`config.mk`:
```
export PLATFORM = sky130hd
export DESIGN_NAME = ina226_i2c_target
export DESIGN_NICKNAME = d
export VERILOG_FILES = /design/src/rtl/ina226_pkg.sv /design/src/rtl/ina226_i2c_target_line_filter.sv /design/src/rtl/ina226_i2c_target.sv
export SDC_FILE = /design/constraint.sdc
export NUM_CORES = 1
export LEC_CHECK = 0
export CAP_MARGIN = 20
export CORE_MARGIN = 3
export CORE_UTILIZATION = 60
export DETAILED_ROUTE_END_ITERATION = 16
export MAX_ROUTING_LAYER = met4
export PLACE_DENSITY = 0.84
export SYNTH_ARGS = -nofsm -noshare
export SYNTH_HDL_FRONTEND = slang
export SYNTH_HIERARCHICAL = 1
export SYNTH_SLANG_ARGS = --single-unit
```
`constraint.sdc`:
```
create_clock -name clk_i -period 9.5 [get_ports clk_i]
set_clock_uncertainty 0.1 [all_clocks]
set_input_delay 1.9 -clock clk_i [delete_from_list [all_inputs] [get_ports clk_i]]
set_output_delay 1.9 -clock clk_i [all_outputs]
set_load 0.005 [all_outputs]
```
`src/rtl/ina226_pkg.sv`:
```
`default_nettype none
// ============================================================================
// Module      : ina226_pkg
// Description : Shared definitions for the INA226-style I2C target: one-hot
//               state encoding, bus acknowledge levels and data widths.
// Revision    : 1.0 - initial release
// ============================================================================
package ina226_pkg;

  localparam int BYTE_W = 8;
  localparam int REG_W  = 16;

  // Level on SDA during an acknowledge bit
  localparam logic ACK  = 1'b0;
  localparam logic NACK = 1'b1;

  localparam int ST_W = 14;
  typedef logic [ST_W-1:0] state_t;

  localparam state_t ST_IDLE     = 14'b00_0000_0000_0001;
  localparam state_t ST_RX_ADDR  = 14'b00_0000_0000_0010;
  localparam state_t ST_ACK_ADDR = 14'b00_0000_0000_0100;
  localparam state_t ST_RX_PTR   = 14'b00_0000_0000_1000;
  localparam state_t ST_ACK_PTR  = 14'b00_0000_0001_0000;
  localparam state_t ST_RX_MSB   = 14'b00_0000_0010_0000;
  localparam state_t ST_ACK_MSB  = 14'b00_0000_0100_0000;
  localparam state_t ST_RX_LSB   = 14'b00_0000_1000_0000;
  localparam state_t ST_ACK_LSB  = 14'b00_0001_0000_0000;
  localparam state_t ST_TX_MSB   = 14'b00_0010_0000_0000;
  localparam state_t ST_MACK_MSB = 14'b00_0100_0000_0000;
  localparam state_t ST_TX_LSB   = 14'b00_1000_0000_0000;
  localparam state_t ST_MACK_LSB = 14'b01_0000_0000_0000;
  localparam state_t ST_IGNORE   = 14'b10_0000_0000_0000;

endpackage
`default_nettype wire

```
`src/rtl/ina226_i2c_target_line_filter.sv`:
```
`default_nettype none
// ============================================================================
// Module      : i2c_line_filter
// Description : Two-flop synchronizer followed by a stability filter. A new
//               level is accepted only after it has been seen for FILT_LEN
//               consecutive clocks. Emits one-cycle rise/fall pulses that
//               coincide with the cycle the filtered level changes.
// Ports       : clk_i   - fabric clock
//               rst_i   - asynchronous active-high reset (line presets to 1)
//               line_i  - raw pad input
//               level_o - filtered level
//               rise_o  - one-cycle pulse, filtered level went 0->1
//               fall_o  - one-cycle pulse, filtered level went 1->0
// Revision    : 1.0 - initial release
// ============================================================================
module i2c_line_filter #(
  parameter int FILT_LEN = 4
) (
  input  logic clk_i,
  input  logic rst_i,
  input  logic line_i,
  output logic level_o,
  output logic rise_o,
  output logic fall_o
);

  localparam int CNT_W = (FILT_LEN > 1) ? $clog2(FILT_LEN) : 1;
  localparam logic [CNT_W-1:0] CNT_LAST = CNT_W'(FILT_LEN - 1);

  logic [1:0]       sync_q;
  logic             level_q, level_d;
  logic [CNT_W-1:0] cnt_q, cnt_d;
  logic             rise_q, rise_d;
  logic             fall_q, fall_d;

  always_ff @(posedge clk_i or posedge rst_i) begin
    if (rst_i) begin
      sync_q  <= 2'b11;
      level_q <= 1'b1;
      cnt_q   <= '0;
      rise_q  <= 1'b0;
      fall_q  <= 1'b0;
    end else begin
      sync_q  <= {sync_q[0], line_i};
      level_q <= level_d;
      cnt_q   <= cnt_d;
      rise_q  <= rise_d;
      fall_q  <= fall_d;
    end
  end

  // The counter runs only while the synchronized input disagrees with the
  // accepted level; any bounce back to the old level restarts it.
  always_comb begin
    level_d = level_q;
    cnt_d   = '0;
    rise_d  = 1'b0;
    fall_d  = 1'b0;
    if (sync_q[1] != level_q) begin
      if (cnt_q == CNT_LAST) begin
        level_d = sync_q[1];
        rise_d  = sync_q[1];
        fall_d  = ~sync_q[1];
      end else begin
        cnt_d = cnt_q + 1'b1;
      end
    end
  end

  assign level_o = level_q;
  assign rise_o  = rise_q;
  assign fall_o  = fall_q;

endmodule
`default_nettype wire

```
`src/rtl/ina226_i2c_target.sv`:
```
`default_nettype none
// ============================================================================
// Module      : ina226_i2c_target
// Description : I2C target speaking the INA226 register protocol: address
//               byte, pointer byte, then 16-bit register data MSB first.
//               Register storage lives outside, behind a strobe interface.
// Ports       : clk_i         - fabric clock
//               rst_i         - asynchronous active-high reset
//               address_i     - 7-bit I2C address answered to
//               scl_i, sda_i  - raw pad inputs
//               sda_en_o      - 1 = pull SDA low (open drain)
//               pointer_o     - current register pointer
//               wr_strobe_o   - one-cycle pulse, wr_data_o valid for pointer_o
//               wr_data_o     - last received register value
//               rd_strobe_o   - one-cycle pulse when rd_data_i is captured
//               rd_data_i     - register map contents for pointer_o
//               busy_o        - state is not Idle
//               timeout_err_o - sticky SCL-stall flag, cleared by START
// Revision    : 1.0 - initial release
// ============================================================================
module ina226_i2c_target
  import ina226_pkg::*;
#(
  parameter int FILT_LEN = 4,
  parameter int TIMEOUT  = 65535
) (
  input  logic              clk_i,
  input  logic              rst_i,
  input  logic [6:0]        address_i,
  input  logic              scl_i,
  input  logic              sda_i,
  output logic              sda_en_o,
  output logic [BYTE_W-1:0] pointer_o,
  output logic              wr_strobe_o,
  output logic [REG_W-1:0]  wr_data_o,
  output logic              rd_strobe_o,
  input  logic [REG_W-1:0]  rd_data_i,
  output logic              busy_o,
  output logic              timeout_err_o
);

  localparam int             TO_W     = $clog2(TIMEOUT + 1);
  localparam logic [TO_W-1:0] TO_LIMIT = TO_W'(TIMEOUT);
  localparam logic [3:0]     BIT_LAST = 4'd7;
  localparam logic [3:0]     BIT_DONE = 4'd8;

  // ---------------------------------------------------------------- inputs
  logic scl_lvl, scl_rise, scl_fall;
  logic sda_lvl, sda_rise, sda_fall;

  i2c_line_filter #(.FILT_LEN(FILT_LEN)) u_scl_filt (
    .clk_i(clk_i), .rst_i(rst_i), .line_i(scl_i),
    .level_o(scl_lvl), .rise_o(scl_rise), .fall_o(scl_fall)
  );

  i2c_line_filter #(.FILT_LEN(FILT_LEN)) u_sda_filt (
    .clk_i(clk_i), .rst_i(rst_i), .line_i(sda_i),
    .level_o(sda_lvl), .rise_o(sda_rise), .fall_o(sda_fall)
  );

  logic w_start, w_stop;
  assign w_start = sda_fall & scl_lvl;
  assign w_stop  = sda_rise & scl_lvl;

  // ------------------------------------------------------------- registers
  state_t              state_q, state_d;
  logic [3:0]          bit_cnt_q, bit_cnt_d;
  logic [BYTE_W-1:0]   rx_q, rx_d;
  logic [BYTE_W-1:0]   msb_q, msb_d;
  logic [REG_W-1:0]    tx_q, tx_d;
  logic                rw_q, rw_d;
  logic                mack_q, mack_d;
  logic                sda_en_q, sda_en_d;
  logic [BYTE_W-1:0]   pointer_q, pointer_d;
  logic [REG_W-1:0]    wr_data_q, wr_data_d;
  logic                wr_strobe_q, wr_strobe_d;
  logic                rd_strobe_q, rd_strobe_d;
  logic [TO_W-1:0]     to_cnt_q, to_cnt_d;
  logic                timeout_err_q, timeout_err_d;

  logic [BYTE_W-1:0]   w_byte;
  logic                w_to_hit;

  assign w_byte   = {rx_q[BYTE_W-2:0], sda_lvl};
  assign w_to_hit = (state_q != ST_IDLE) && (to_cnt_q == TO_LIMIT);

  // State register
  always_ff @(posedge clk_i or posedge rst_i) begin
    if (rst_i) state_q <= ST_IDLE;
    else       state_q <= state_d;
  end

  // Datapath registers
  always_ff @(posedge clk_i or posedge rst_i) begin
    if (rst_i) begin
      bit_cnt_q     <= '0;
      rx_q          <= '0;
      msb_q         <= '0;
      tx_q          <= '0;
      rw_q          <= 1'b0;
      mack_q        <= NACK;
      sda_en_q      <= 1'b0;
      pointer_q     <= '0;
      wr_data_q     <= '0;
      wr_strobe_q   <= 1'b0;
      rd_strobe_q   <= 1'b0;
      to_cnt_q      <= '0;
      timeout_err_q <= 1'b0;
    end else begin
      bit_cnt_q     <= bit_cnt_d;
      rx_q          <= rx_d;
      msb_q         <= msb_d;
      tx_q          <= tx_d;
      rw_q          <= rw_d;
      mack_q        <= mack_d;
      sda_en_q      <= sda_en_d;
      pointer_q     <= pointer_d;
      wr_data_q     <= wr_data_d;
      wr_strobe_q   <= wr_strobe_d;
      rd_strobe_q   <= rd_strobe_d;
      to_cnt_q      <= to_cnt_d;
      timeout_err_q <= timeout_err_d;
    end
  end

  // Next-state and datapath logic. SDA enable only ever changes on a
  // filtered SCL fall, START/STOP or timeout, never during SCL high.
  always_comb begin
    state_d       = state_q;
    bit_cnt_d     = bit_cnt_q;
    rx_d          = rx_q;
    msb_d         = msb_q;
    tx_d          = tx_q;
    rw_d          = rw_q;
    mack_d        = mack_q;
    sda_en_d      = sda_en_q;
    pointer_d     = pointer_q;
    wr_data_d     = wr_data_q;
    wr_strobe_d   = 1'b0;
    rd_strobe_d   = 1'b0;
    timeout_err_d = timeout_err_q;

    if ((state_q == ST_IDLE) || scl_rise || scl_fall || w_to_hit) to_cnt_d = '0;
    else                                                          to_cnt_d = to_cnt_q + 1'b1;

    if (w_start) begin
      state_d       = ST_RX_ADDR;
      bit_cnt_d     = '0;
      sda_en_d      = 1'b0;
      timeout_err_d = 1'b0;
    end else if (w_stop) begin
      state_d  = ST_IDLE;
      sda_en_d = 1'b0;
    end else if (w_to_hit) begin
      state_d       = ST_IDLE;
      sda_en_d      = 1'b0;
      timeout_err_d = 1'b1;
    end else begin
      case (state_q)
        ST_RX_ADDR, ST_RX_PTR, ST_RX_MSB, ST_RX_LSB: begin
          if (scl_rise && (bit_cnt_q < BIT_DONE)) begin
            rx_d      = w_byte;
            bit_cnt_d = bit_cnt_q + 1'b1;
            // Completed bytes commit on the 8th rise, before the ACK bit,
            // so a STOP mid-byte leaves pointer and write data untouched.
            if (bit_cnt_q == BIT_LAST) begin
              if (state_q == ST_RX_PTR) pointer_d = w_byte;
              if (state_q == ST_RX_MSB) msb_d     = w_byte;
              if (state_q == ST_RX_LSB) begin
                wr_data_d   = {msb_q, w_byte};
                wr_strobe_d = 1'b1;
              end
            end
          end else if (scl_fall && (bit_cnt_q == BIT_DONE)) begin
            bit_cnt_d = '0;
            sda_en_d  = 1'b1;
            case (state_q)
              ST_RX_ADDR: begin
                if (rx_q[BYTE_W-1:1] == address_i) begin
                  rw_d    = rx_q[0];
                  state_d = ST_ACK_ADDR;
                end else begin
                  sda_en_d = 1'b0;
                  state_d  = ST_IGNORE;
                end
              end
              ST_RX_PTR: state_d = ST_ACK_PTR;
              ST_RX_MSB: state_d = ST_ACK_MSB;
              default:   state_d = ST_ACK_LSB;
            endcase
          end
        end

        ST_ACK_ADDR: begin
          if (scl_fall) begin
            bit_cnt_d = '0;
            if (rw_q) begin
              tx_d        = rd_data_i;
              rd_strobe_d = 1'b1;
              sda_en_d    = ~rd_data_i[REG_W-1];
              state_d     = ST_TX_MSB;
            end else begin
              sda_en_d = 1'b0;
              state_d  = ST_RX_PTR;
            end
          end
        end

        ST_ACK_PTR, ST_ACK_MSB, ST_ACK_LSB: begin
          if (scl_fall) begin
            bit_cnt_d = '0;
            sda_en_d  = 1'b0;
            if      (state_q == ST_ACK_PTR) state_d = ST_RX_MSB;
            else if (state_q == ST_ACK_MSB) state_d = ST_RX_LSB;
            else                            state_d = ST_IGNORE;
          end
        end

        ST_TX_MSB, ST_TX_LSB: begin
          if (scl_rise && (bit_cnt_q < BIT_DONE)) begin
            bit_cnt_d = bit_cnt_q + 1'b1;
          end else if (scl_fall) begin
            // tx_q[15] is always the bit currently on the bus
            tx_d = tx_q << 1;
            if (bit_cnt_q == BIT_DONE) begin
              bit_cnt_d = '0;
              sda_en_d  = 1'b0;
              state_d   = (state_q == ST_TX_MSB) ? ST_MACK_MSB : ST_MACK_LSB;
            end else begin
              sda_en_d = ~tx_q[REG_W-2];
            end
          end
        end

        ST_MACK_MSB: begin
          if (scl_rise && (bit_cnt_q == 4'd0)) begin
            mack_d    = sda_lvl;
            bit_cnt_d = 4'd1;
          end else if (scl_fall && (bit_cnt_q == 4'd1)) begin
            bit_cnt_d = '0;
            if (mack_q == ACK) begin
              sda_en_d = ~tx_q[REG_W-1];
              state_d  = ST_TX_LSB;
            end else begin
              state_d = ST_IGNORE;
            end
          end
        end

        ST_MACK_LSB: begin
          if (scl_rise) state_d = ST_IGNORE;
        end

        ST_IGNORE: sda_en_d = 1'b0;

        ST_IDLE: ;

        default: begin
          state_d  = ST_IDLE;
          sda_en_d = 1'b0;
        end
      endcase
    end
  end

  // Outputs
  always_comb begin
    busy_o        = (state_q != ST_IDLE);
    sda_en_o      = sda_en_q;
    pointer_o     = pointer_q;
    wr_strobe_o   = wr_strobe_q;
    wr_data_o     = wr_data_q;
    rd_strobe_o   = rd_strobe_q;
    timeout_err_o = timeout_err_q;
  end

endmodule
`default_nettype wire

```
* After elaboration in Yosys (flattened, before gate mapping)
Cells that the tools add are included.
Widths: inputs -> output; s select.
** Word-level totals
- Register bits after elaboration :: 110
- Bits in latches :: 0
- Memory bits (writable) :: 0
- Bits in read-only memories :: 0
- Input port bits :: 27
- Output and inout port bits :: 29
- Word-level logic and storage cells :: 203
- Memories :: 0
** Operators by class
- Add/subtract/negate cells :: 4
- $mul :: 0
- Divide/modulo/power cells :: 0
- Order comparisons :: 1
- Equal/unequal tests :: 48
- Shift-type cells :: 0
- Muxes and demuxes :: 84
- Bitwise operators :: 11
- Reductions and logical operators :: 31
** Operators by type and width (count)
- $mux 14 :: 17
- $pmux 14 s7 :: 1
- $mux 16 :: 5
- $mux 4 :: 11
- $pmux 14 s3 :: 1
- $mux 1 :: 40
- $ne 5x5->1 const B :: 7
- $pmux 16 s2 :: 1
- $reduce_and 8->1 :: 3
- $reduce_and 7->1 :: 3
- $ne 5x4->1 const B :: 4
- $add 16x1->16 const B :: 1
- $eq 16x16->1 const B :: 1
- $pmux 4 s4 :: 1
- $eq 14x1->1 const B :: 1
- $eq 14x10->1 const B :: 1
- $eq 14x11->1 const B :: 1
- $eq 14x12->1 const B :: 1
- $eq 14x13->1 const B :: 1
- $eq 14x14->1 const B :: 1
- $eq 14x2->1 const B :: 1
- $eq 14x3->1 const B :: 1
- $eq 14x4->1 const B :: 1
- $eq 14x5->1 const B :: 1
- other kinds (38) :: 73

* Depth between registers and ports, before layout
- Depth in word-level cells :: 9
- Gate-level depth with buffers :: 11
- Depth with buffers taken out :: 9

* Modules after synthesis
The synthesis kept the hierarchy.
** By module, submodules not included
- ina226_i2c_target :: instances 1, cells each 455, area an instance 4904.7 µm², sequential area each 2404.8 µm²
- i2c_line_filter :: instances 2, cells each 15, area an instance 251.5 µm², sequential area each 178.9 µm²

* Worst setup path before layout
OpenSTA, ideal clock, no wires.
- Path kind :: reg-to-output
- From :: register state_q[11]
- To :: output busy_o
- Data arrival time :: 1.239 ns
- Data required time :: 7.500 ns
- Setup slack :: 6.261 ns
- Stages on the path, launching flop included :: 7
- Buffers on the path :: 1
- Cell sequence :: dfrtp_1 > clkbuf_1 > nor2_1 > nand2_1 > nor3_1 > and4b_1 > inv_1
** On the way
- Longest elaborated chain between the ends :: 1
** RTL lines
- start: declaration :: line ina226_i2c_target.sv:66 : state_t state_q, state_d;
- start signal: assignment :: line ina226_i2c_target.sv:90 : else state_q <= state_d;
- $ne 14x1->1 :: line ina226_i2c_target.sv:268 : busy_o = (state_q != ST_IDLE);
- end: declaration :: line ina226_i2c_target.sv:38 : output logic busy_o,
Every way passes these cells.

* Worst setup path after layout
- From :: register state_q[8]
- To :: output busy_o
The elaborated chain is that of the path after synthesis.

==> metrics <==
number of failing setup endpoints in the final timing report=0; half-perimeter wire length after detailed placement=8538 um; number of antenna violations at the first check in global routing=0; initial cell density of the core=62.01%; most frequently used cell type in the post-synthesis netlist=sky130_fd_sc_hd__dfrtp_1; Synthesis Warnings=6; cell-by-cell trace of the critical path=nor2_1 -> nand2_1 -> nor3_1 -> and4b_1 -> inv_1 -> clkdlybuf4s50_1; hold path depth=0; Power, Total=0.9381 mW; R2R Setup Slk=6.05 ns; Worst IR Drop VDD=0.1370 mV; number of resized instances in the post-cts repair step=0; required time at the worst-slack endpoint=7.50 ns; buffers inserted during post-CTS setup optimization=0; routed wire length on met2=5855 um; Critical Path Sink Type=primary output; TritonCTS clock tree=done; number of placement rows=34; synthesized-area fraction occupied by xor and xnor cells=4.211%; adder-cell share of the synthesized area=1.388%; final estimated routing congestion in global placement=0.9869; hold buffer count at CTS=0; post-synthesis simple-gate area fraction=18.79%; leading post-synthesis cells by instance count=102 x sky130_fd_sc_hd__dfrtp_1, 54 x sky130_fd_sc_hd__nor2_1, 35 x sky130_fd_sc_hd__mux2_2; status=completed; maximum number of pins on one net before global-route repair=55; leakage=2.779 nW; Sink Count=110; share of cell area taken by muxes after synthesis=12.75%; combinational family with the most area after synthesis=simple AND/OR/NAND/NOR gates; total power density per cell area=150.8 mW/mm^2; final period utilization=45.65%; cell area after technology mapping=0.005408 sq mm; maxcap violations=0; most used flip-flop cell after synthesis=sky130_fd_sc_hd__dfrtp_1; clock root buffer master=sky130_fd_sc_hd__clkbuf_8; synth top area cells=sky130_fd_sc_hd__dfrtp_1 47%, sky130_fd_sc_hd__mux2_2 7.3%, sky130_fd_sc_hd__dfstp_2 3.9%; via count of the first global-routing pass=4032; type of the worst min-delay path=reg -> reg; horizontal die dimension=100.9 um; Core Box Area=0.008721 sq mm; gr usage total=26.09%; layout cell share with drive strength beyond 1=15.83%; Skew-Pair Late Insertion Delay=0.38 ns; post-synthesis async set-or-reset flop share=100.0%; Max clock buf depth=2; Antenna Violating Nets Remaining=0; final net count=565; count of state elements after synthesis=110; Max stage delay on crit path=0.53 ns; proportion of netlist area held by the largest area contributor=47.20%; Post-Synthesis Mean Instance Area=11.15 sq um; number of search-and-repair iterations in the first detailed-routing pass=5; cell type with the largest total area after synthesis=sky130_fd_sc_hd__dfrtp_1; synthesized-area fraction occupied by ao, oa, aoi and oai cells=8.954%; final routed wirelength across all metal layers=11960 um; gate count after technology mapping=485; part of the Yosys area used for sequential elements=51.09%; residual DRC count=0; DIE HEIGHT=100.9 um; Critical Path Slowest Stage Cell=sky130_fd_sc_hd__dfrtp_1; CTS Buf Count=9; count of inserted antenna diode cells=0; Worst Tran Pin Value=0.9105 ns; kind of critical path=reg -> out; Hold Violations, Final=0; die area=0.01019 sq mm; Tmin final=4.337 ns; total via count in the routed design=3965; Layout fillers=648; achievable clock frequency=0.2306 GHz; arrival time reported for the critical path endpoint=2.34 ns; Reg2Reg Depth=6; top sig layer=met4; register clock-pin slew on the reported worst setup and hold paths=0.12 ns; number of enable flip-flop cells after synthesis=0; Post-Synthesis Net Count=518; number of DRC markers in iteration 0=225; routed len/inst=18.53 um; residual overflow from global routing=0; routed metal-1 wirelength=5141 um; PortBufs=55; Via density=6.147; I/O pin count=56; nature of the critical path startpoint=flip-flop; setup_tns=0 ns; unrepaired setup endpoints after global routing=no; Area Growth Syn to Fin=15.02%; number of pins exceeding their max-slew limit in the final report=0; final design area excluding fillers=0.006220 sq mm; area post-placement=0.006013 sq mm; distinct cell type count of the synthesized netlist=61; maximum fanout along the worst path=9; wire length of the first global-routing pass=20410 um; met3 WL=732 um; worst slew slack as a fraction of its limit=39.18%; H-Tree Level Count=3
-- logic make-up (layout without fill, tap and decap cells) --
family / Yosys count / count (layout)
AOI/OAI and AO/OA: 69 / 69
DFF: 110 / 110
muxes: 63 / 63
xor gates and xnor gates: 26 / 26
buffers and inverters: 35 / 87
and+or+nand+nor: 176 / 176
adders and majority gates: 6 / 6
-- layout by cell type, fill, tap and decap left out, types with 11 or more instances in the layout --
cell / instances
sky130_fd_sc_hd__nor3_1: 14
sky130_fd_sc_hd__xnor2_1: 11
sky130_fd_sc_hd__inv_1: 12
sky130_fd_sc_hd__mux2_2: 35
sky130_fd_sc_hd__xor2_1: 15
sky130_fd_sc_hd__mux2i_1: 16
sky130_fd_sc_hd__mux2_1: 12
sky130_fd_sc_hd__nand2_1: 25
sky130_fd_sc_hd__nor2_1: 54
sky130_fd_sc_hd__a21oi_1: 25
sky130_fd_sc_hd__nand4_1: 15
sky130_fd_sc_hd__dfrtp_1: 102
sky130_fd_sc_hd__clkdlybuf4s50_1: 55
sky130_fd_sc_hd__nand3_1: 12
-- path summary, 6_finish.rpt --
path / startpoint / endpoint
max: state_q[8] / busy_o
min: u_sda_filt/sync_q[0] / u_sda_filt/sync_q[1]
max reg2reg: state_q[8] / state_q[12]
min reg2reg: u_sda_filt/sync_q[0] / u_sda_filt/sync_q[1]
max in group asynchronous: rst_i / state_q[4]
min in group asynchronous: rst_i / u_sda_filt/cnt_q[0]
-- flip-flops by register name (all words and copies together), names as in the netlist, 2 cells and up --
name	flops
u_sda_filt/sync_q	2
u_scl_filt/cnt_q	2
rx_q	8
tx_q	16
state_q	14
u_sda_filt/cnt_q	2
wr_data_o	16
to_cnt_q	16
bit_cnt_q	4
msb_q	8
pointer_o	8
u_scl_filt/sync_q	2
-- cell type report --
class	count	area, sq um	area share, %
multi-input combinational	340	2492	40.07
clock inverter	7	82.58	1.328
timing repair buffer	58	573.1	9.213
tap	108	135.1	2.173
clock buffer	9	123.9	1.992
inverter	13	50.05	0.8047
sequential	110	2763	44.42
-- power by group --
group | switching [mW] | internal [mW] | leakage [nW]
registers | 0.0242 | 0.490 | 1.42
logic | 0.0786 | 0.0580 | 1.26
clock network | 0.180 | 0.106 | 0.101
-- routing by layer --
layer,track usage [%],up-vias
met5,-,-
met4,7.362,0
met3,6.159,22
met2,39.85,136
met1,35.23,1975
li1,-,1832
-- worst max-delay path: cells and delay by family, from the launching register on --
kind	cells	cell delay [ns]
buffers and inverters	2	0.49
flip-flops	1	0.53
AND/OR/NAND/NOR	4	0.94
-- metrics by stage --
step | util, % | hold slack, ns | instances | setup slack [ns]
3_5_place_dp | 68.95 | 0.2559 | 629 | 5.633
5_1_grt | 71.32 | 0.2740 | 645 | 5.014
6_report | 71.32 | 0.2644 | 645 | 5.163
2_1_floorplan | - | 0.2452 | 485 | 4.998
4_1_cts | 71.32 | 0.2689 | 645 | 5.194
3_3_place_gp | 68.95 | 0.2455 | 629 | 5.677
(Power assumes the default switching activity.)
